$ cat src/rtl/ddc_iq_acc_dump.sv
`default_nettype none
// ============================================================================
//  Module      : ddc_iq_acc_dump
//  Description : Decimating integrate-and-dump stage for one DDC channel.
//                Sums N consecutive signed I/Q mixer products per branch.
//                Rounds (half up) and saturates each frame sum to OUT_WIDTH.
//                Results are delivered through a 2-entry valid/ready buffer.
//  Ports       : clk          - single clock, rising edge
//                srst_n       - synchronous active-low reset
//                din_valid    - new mixer sample on din_i/din_q
//                din_i/din_q  - signed I/Q mixer products (IN_WIDTH)
//                dec_ratio    - decimation ratio N (0 treated as 1)
//                clr_overrun  - clears the sticky overrun flag
//                dout_valid   - output buffer head valid
//                dout_ready   - downstream accepts the head
//                dout_i/dout_q- signed rounded results (OUT_WIDTH)
//                overrun      - sticky: a result was dropped on a full buffer
//  Revision    : 1.0 - initial release
// ============================================================================
module ddc_iq_acc_dump #(
    parameter int IN_WIDTH  = 18,
    parameter int DEC_WIDTH = 8,
    parameter int ACC_WIDTH = 26,
    parameter int SHIFT     = 10,
    parameter int OUT_WIDTH = 16
) (
    input  logic                        clk,
    input  logic                        srst_n,
    input  logic                        din_valid,
    input  logic signed [IN_WIDTH-1:0]  din_i,
    input  logic signed [IN_WIDTH-1:0]  din_q,
    input  logic        [DEC_WIDTH-1:0] dec_ratio,
    input  logic                        clr_overrun,
    output logic                        dout_valid,
    input  logic                        dout_ready,
    output logic signed [OUT_WIDTH-1:0] dout_i,
    output logic signed [OUT_WIDTH-1:0] dout_q,
    output logic                        overrun
);

    // One extra bit so the rounding offset can never wrap the frame sum.
    localparam int c_SUM_W   = ACC_WIDTH + 1;
    localparam int c_RND_POS = (SHIFT > 0) ? SHIFT - 1 : 0;
    localparam logic signed [c_SUM_W-1:0] c_RND =
        (SHIFT == 0) ? '0 : (c_SUM_W'(1) << c_RND_POS);
    localparam logic signed [c_SUM_W-1:0] c_MAX = c_SUM_W'((2 ** (OUT_WIDTH - 1)) - 1);
    localparam logic signed [c_SUM_W-1:0] c_MIN = ~c_MAX;

    // ------------------------------------------------------------------------
    // Round half up, then clamp to the signed OUT_WIDTH range.
    // ------------------------------------------------------------------------
    function automatic logic signed [OUT_WIDTH-1:0] f_round_sat(
        input logic signed [ACC_WIDTH-1:0] sum
    );
        logic signed [c_SUM_W-1:0] ext;
        logic signed [c_SUM_W-1:0] shifted;
        ext     = $signed({sum[ACC_WIDTH-1], sum}) + c_RND;
        shifted = ext >>> SHIFT;
        if (shifted > c_MAX) begin
            shifted = c_MAX;
        end else if (shifted < c_MIN) begin
            shifted = c_MIN;
        end
        return shifted[OUT_WIDTH-1:0];
    endfunction

    // ------------------------------------------------------------------------
    // Integrator
    // ------------------------------------------------------------------------
    logic signed [ACC_WIDTH-1:0]   r_acc_i;
    logic signed [ACC_WIDTH-1:0]   r_acc_q;
    logic        [DEC_WIDTH-1:0]   r_cnt;
    logic        [DEC_WIDTH-1:0]   r_ratio;
    logic                          r_rnd_valid;
    logic        [2*OUT_WIDTH-1:0] r_rnd_data;

    logic signed [ACC_WIDTH-1:0]   w_din_i_ext;
    logic signed [ACC_WIDTH-1:0]   w_din_q_ext;
    logic signed [ACC_WIDTH-1:0]   w_sum_i;
    logic signed [ACC_WIDTH-1:0]   w_sum_q;
    logic        [DEC_WIDTH-1:0]   w_ratio_eff;
    logic                          w_last;

    always_comb begin
        w_din_i_ext = {{(ACC_WIDTH-IN_WIDTH){din_i[IN_WIDTH-1]}}, din_i};
        w_din_q_ext = {{(ACC_WIDTH-IN_WIDTH){din_q[IN_WIDTH-1]}}, din_q};
        w_sum_i     = r_acc_i + w_din_i_ext;
        w_sum_q     = r_acc_q + w_din_q_ext;
        // The first sample of a frame already obeys the newly sampled ratio,
        // so the effective ratio is taken from dec_ratio while cnt is zero.
        if (r_cnt == '0) begin
            w_ratio_eff = (dec_ratio == '0) ? DEC_WIDTH'(1) : dec_ratio;
        end else begin
            w_ratio_eff = r_ratio;
        end
        w_last = (r_cnt == (w_ratio_eff - DEC_WIDTH'(1)));
    end

    always_ff @(posedge clk) begin
        if (!srst_n) begin
            r_acc_i     <= '0;
            r_acc_q     <= '0;
            r_cnt       <= '0;
            r_ratio     <= DEC_WIDTH'(1);
            r_rnd_valid <= 1'b0;
            r_rnd_data  <= '0;
        end else begin
            r_rnd_valid <= 1'b0;
            if (din_valid) begin
                r_ratio <= w_ratio_eff;
                if (w_last) begin
                    r_acc_i     <= '0;
                    r_acc_q     <= '0;
                    r_cnt       <= '0;
                    r_rnd_valid <= 1'b1;
                    r_rnd_data  <= {f_round_sat(w_sum_i), f_round_sat(w_sum_q)};
                end else begin
                    r_acc_i <= w_sum_i;
                    r_acc_q <= w_sum_q;
                    r_cnt   <= r_cnt + DEC_WIDTH'(1);
                end
            end
        end
    end

    // ------------------------------------------------------------------------
    // 2-entry output buffer. r_buf0 is always the head and drives the outputs,
    // so the outputs keep the last popped value while the buffer is empty.
    // ------------------------------------------------------------------------
    logic [1:0]             r_count;
    logic [2*OUT_WIDTH-1:0] r_buf0;
    logic [2*OUT_WIDTH-1:0] r_buf1;
    logic                   r_overrun;
    logic                   w_pop;
    logic                   w_drop;

    always_comb begin
        w_pop  = (r_count != 2'd0) && dout_ready;
        w_drop = r_rnd_valid && (r_count == 2'd2) && !w_pop;
    end

    always_ff @(posedge clk) begin
        if (!srst_n) begin
            r_count   <= 2'd0;
            r_buf0    <= '0;
            r_buf1    <= '0;
            r_overrun <= 1'b0;
        end else begin
            case (r_count)
                2'd0: begin
                    if (r_rnd_valid) begin
                        r_buf0  <= r_rnd_data;
                        r_count <= 2'd1;
                    end
                end
                2'd1: begin
                    if (r_rnd_valid && w_pop) begin
                        r_buf0 <= r_rnd_data;
                    end else if (r_rnd_valid) begin
                        r_buf1  <= r_rnd_data;
                        r_count <= 2'd2;
                    end else if (w_pop) begin
                        r_count <= 2'd0;
                    end
                end
                default: begin
                    // Full: a write only fits when the head leaves this cycle.
                    if (w_pop) begin
                        r_buf0 <= r_buf1;
                        if (r_rnd_valid) begin
                            r_buf1 <= r_rnd_data;
                        end else begin
                            r_count <= 2'd1;
                        end
                    end
                end
            endcase

            // A drop wins over a simultaneous clear.
            if (w_drop) begin
                r_overrun <= 1'b1;
            end else if (clr_overrun) begin
                r_overrun <= 1'b0;
            end
        end
    end

    assign dout_valid = (r_count != 2'd0);
    assign dout_i     = r_buf0[2*OUT_WIDTH-1:OUT_WIDTH];
    assign dout_q     = r_buf0[OUT_WIDTH-1:0];
    assign overrun    = r_overrun;

endmodule
`default_nettype wire
$ cat config.mk
export PLATFORM = sky130hd
export DESIGN_NAME = ddc_iq_acc_dump
export DESIGN_NICKNAME = d
export VERILOG_FILES = /design/src/rtl/ddc_iq_acc_dump.sv
export SDC_FILE = /design/constraint.sdc
export NUM_CORES = 1
export LEC_CHECK = 0
export BUFFER_PORTS_ARGS = -buffer_cell sky130_fd_sc_hd__buf_2
export CORE_UTILIZATION = 27
export DETAILED_ROUTE_END_ITERATION = 10
export GPL_TIMING_DRIVEN = 1
export HOLD_SLACK_MARGIN = 0.08
export SLEW_MARGIN = 20
export SYNTH_ARGS = -nofsm -noshare
export SYNTH_HDL_FRONTEND = slang
export SYNTH_SLANG_ARGS = --single-unit
$ cat constraint.sdc
create_clock -name clk -period 8.25 [get_ports clk]
set_input_delay 1.65 -clock clk [delete_from_list [all_inputs] [get_ports clk]]
set_output_delay 1.65 -clock clk [all_outputs]
set_load 0.02 [all_outputs]
Word level (Yosys, flattened, before mapping)

Cells that the tools add are included.

Flip-flop bits (word level): 168
Input port bits: 49

Equality and inequality tests: 8
$lt $le $gt $ge: 4
Add/sub/neg operators: 6
Reduce and logical (&&, ||, !) cells: 17
Muxes and demuxes: 27
Bitwise gates (word level): 1

Operator list:

| operator                 | count |
|---|---|
| $mux W32                 | 6 |
| $pmux W32 S2             | 2 |
| $mux W16                 | 4 |
| $add A26 B11 Y27 const B | 2 |
| $add A26 B18 Y26         | 2 |
| $mux W26                 | 2 |
| $gt A17 B16 Y1 const B   | 2 |
| $lt A17 B16 Y1 const B   | 2 |
| $mux W8                  | 3 |
| $logic_not A8 Y1         | 2 |
| $mux W2                  | 6 |
| $add A8 B1 Y8 const B    | 1 |
| $eq A8 B8 Y1             | 1 |
| $sub A8 B1 Y8 const B    | 1 |
| $ne A2 B2 Y1 const B     | 3 |
| $reduce_and A3 Y1        | 2 |
| $reduce_bool A2 Y1       | 3 |
| $reduce_and A5 Y1        | 1 |
| $logic_and A1 B1 Y1      | 4 |
| $pmux W2 S2              | 1 |
| $reduce_and A2 Y1        | 2 |
| $mux W1                  | 3 |
| $ne A3 B1 Y1 const B     | 1 |
| $ne A3 B3 Y1 const B     | 1 |
| 6 further kinds          | 6 |

Depth between registers and ports, before layout

Word-level depth: 6
Mapped depth: 15

Least setup slack after synthesis

No wires, ideal clock.

Kind: input to register
From: input din_i[0]
To: register r_rnd_data[28]
Stages: 15
Slack: 3.347 ns
Arrival: 4.777 ns
Setup time: 0.125 ns
Cells stage by stage: ha_1 -> inv_1 -> fa_1 -> nand2b_1 -> a21o_1 -> a31o_2 -> nand3b_1 -> or4b_4 -> or4_1 -> buf_2 -> or3_1 -> buf_2 -> a2111o_1 -> o211ai_1 -> a31oi_1

Longest elaborated chain between the ends: 5
Elaborated cells on any way between the ends: 6
Those cells by class: 2 x add/sub; 2 x order compare; 2 x mux

Ends and longest elaborated chain:

| item                 | line | source |
|---|---|---|
| from (decl)          | 30   | `input logic signed [IN_WIDTH-1:0] din_i,` |
| $add A26 B18 Y26 *   | 87   | `w_sum_i = r_acc_i + w_din_i_ext;` |
| $add A26 B11 Y27 *   | 57   | `ext = $signed({sum[ACC_WIDTH-1], sum}) + c_RND;` |
| $lt A17 B16 Y1       | 61   | `end else if (shifted < c_MIN) begin` |
| $mux W16             | 61   |  |
| $mux W16 *           | 59   | `if (shifted > c_MAX) begin` |
| to (signal assigned) | 116  | `r_rnd_data <= {f_round_sat(w_sum_i), f_round_sat(w_sum_q)};` |
| to (decl)            | 75   | `logic [2*OUT_WIDTH-1:0] r_rnd_data;` |

Mark *: on every way between the ends. The rest lies on a longest branch, timed or not.
A chain may end at the register's enable or synchronous reset.

Worst setup path after layout

From: input din_i[0]
To: register r_rnd_data[24]

Same word-level chain as after synthesis.

==> metrics.txt <==
EDFF count, synth 0; busiest grt layer met2; FF-to-FF path depth 14; Antenna Nets Post-Route 0; met1 Use GR 17.72%; postcts setup bufs 0; top post-synthesis cells by count nand2_1, dfxtp_1, a21oi_1; final core utilization 31.52%; routed via count 9307; number of diodes 0; GRT met2 Usage 25.85%; # H-tree levels 4; CORE AREA 0.03802 sq mm; RePlAce Congestion 0.8718; Total Power 2.523 mW; DRT iter0 DRCs 641; Max Fclk 197.6 MHz; average size of a mapped cell 8.285 sq um; Worst R2R Setup Slack 4.02 ns; Post-Synthesis Cells 1270; Placement Cell Area 0.01138 sq mm; IO Port Bufs 82; drt wl/cell 15.53 um; outcome complete, no violations; TNS Setup 0 ns; HP Class flop to flop; global-route wire length before repair 46200 um; Worst setup EP type flop; clk_lat worst skew 0.43 ns; final instance area 0.01199 sq mm; most common flop cell mapped by yosys dfxtp_1; Slew Viols, Final 0; Die Width 199.4 um; Final Skew 0.008612 ns; pwr/cell area 210.5 mW/mm^2; maximum vdd drop 0.1352 mV; Worst-path clk slew 0.07 ns; Hold Fails Final Rpt 0; maxcap violations 0; top post-synthesis cells by area dfxtp_1, ha_1, nand2_1; WS Path Type input port to flop; cts hold-fix bufs 0; unrepaired setup endpoints after global routing no; CTS buffer count 17; initial antenna violation count 0; top cell type's share of synthesized area 31.97%; Die H 199.4 um; DRT Pass-1 Iters 5; CP startpoint din_i[0]; grt ovf 0; grt met3 use 2.346%; Max clock buf depth 2; cell taking the most area after synthesis dfxtp_1; Rows 71; Clock Sink Count 168; Yosys reg bits 168; CP Launch Type input port; post-synth net total 1376; maximum fanout along the worst path 7; Tmin final 5.060 ns; largest net degree at the start of global routing 83; Static Leakage 4.943 nW; P&R area growth vs syn 13.91%; effective utilization at floorplan 27.67%; Resized cells post-CTS 0; count of final setup violators 0; drc violations 0; Total Wirelength 28460 um; FF-to-FF End r_rnd_data[12]; cell chain of the critical path buf_2 > ha_1 > inv_1 > fa_1 > nand2b_1 > a21o_1 > a31o_2 > o311ai_2 > xnor2_1 > or4_1 > nor3_2 > o311ai_1 > o211ai_1 > nand3_1; IO Pins 83; critical path required time 8.55 ns; Post-DP HPWL 20900 um; final worst-path cycle share 61.33%; Die ar. 0.03976 sq mm; worst r2r src r_cnt[0]; YS warnings 0; vias in the first global route 9030; crit-path max cell delay 0.64 ns; mapped cell area 0.01052 sq mm; async set-or-reset flop fraction in the synthesized netlist 0%; sequential element share of the synthesized area 31.97%; post-synth cell types 79; worst rel slew slack 26.83%; crit path DAT 5.36 ns; cell with the most instances after synthesis nand2_1; via/cell ratio 5.080; dpl cells 1800; CP endpoint r_rnd_data[24]; share of cells above drive strength 1 11.20%; All-Layer GR Usage 14.58%; Worst-Margin Slew 1.098 ns; final std cells w/o fill 1832; Post-layout nets 1415; Crit-path slowest cell or4_1; Clock Tree Root clkbuf_16; CTS tree yes
==> cells by family (layout without fill, tap and decap cells) <==
family | count (synthesis) | after routing | synth area share [%]
and+or+nand+nor | 439 | 439 | 20.57
AOI/OAI and AO/OA | 382 | 382 | 25.57
DFF | 168 | 168 | 31.97
buffers and inverters | 93 | 144 | 3.377
xor gates and xnor gates | 75 | 75 | 6.243
adders and majority gates | 57 | 57 | 6.921
muxes | 56 | 56 | 5.351
==> critical path, delay by kind of cell <==
family	cells	cell delay (ns)
adders and majority gates	2	0.57
xor gates and xnor gates	1	0.25
buffers and inverters	2	0.19
AOI/OAI and AO/OA	5	1.39
and+or+nand+nor	4	1.31
==> worst min path at each step <==
stage	depth (start not counted)	end	from	slack [ns]
detailed placement	2	r_buf1[19]	r_buf1[19]	0.46
floorplan	2	r_ratio[0]	r_ratio[0]	0.44
global placement	2	r_buf1[15]	r_buf1[15]	0.45
finish	2	r_buf1[7]	r_buf1[7]	0.46
global route	2	r_buf1[0]	r_buf1[0]	0.48
CTS	2	r_buf1[19]	r_buf1[19]	0.47
==> through the flow <==
| stage | setup WS, ns | hold slack (ns) |
|---|---|---|
| floorplan | 3.347 | 0.4407 |
| global placement | 2.917 | 0.4507 |
| detailed placement | 2.809 | 0.4587 |
| CTS | 3.248 | 0.4676 |
| global route | 2.961 | 0.4805 |
| finish | 3.190 | 0.4640 |
==> registers in the layout (all words and copies together) (netlist names) <==
register	cells
r_ratio	8
r_count	2
overrun	1
r_buf1	32
r_acc_i	26
r_cnt	8
r_acc_q	26
r_rnd_data	32
r_buf0	32
r_rnd_valid	1
==> power breakdown <==
| group | internal [mW] | leakage [nW] | total [mW] | switching [mW] |
|---|---|---|---|---|
| Sequential | 0.858 | 1.37 | 0.889 | 0.0311 |
| Clock | 0.464 | 0.291 | 0.811 | 0.347 |
| Combinational | 0.318 | 3.29 | 0.823 | 0.504 |
| Total | 1.64 | 4.94 | 2.52 | 0.882 |
==> placed cells by master (no fill, tap or decap), drive strengths merged, types with 30 or more instances in the layout <==
master and instances:
and2 31, ha 55, xor2 30, a21oi 82, xnor2 45, buf 88
a21boi 41, dfxtp 168, mux2i 54, nor2 66, o211a 37, o21ai 71
nand2 179
==> layer usage <==
metal  wire length, um  part of all wire [%]
met3               743                   2.6
met2             14060                    49
met1             13040                    46
met4               617                   2.2
met5                 0                     0
==> area by class of cell <==
| cell class | instances | area (sq um) |
|---|---|---|
| Fill cell | 4080 | 26040 |
| Multi-Input combinational cell | 1009 | 6830 |
| Sequential cell | 168 | 3364 |
| Tap cell | 511 | 639.4 |
| Timing Repair Buffer | 88 | 469.2 |
| Clock buffer | 19 | 452.9 |
| Clock inverter | 12 | 135.1 |
| Inverter | 25 | 93.84 |
No activity file was read; power rests on OpenSTA's default activity.
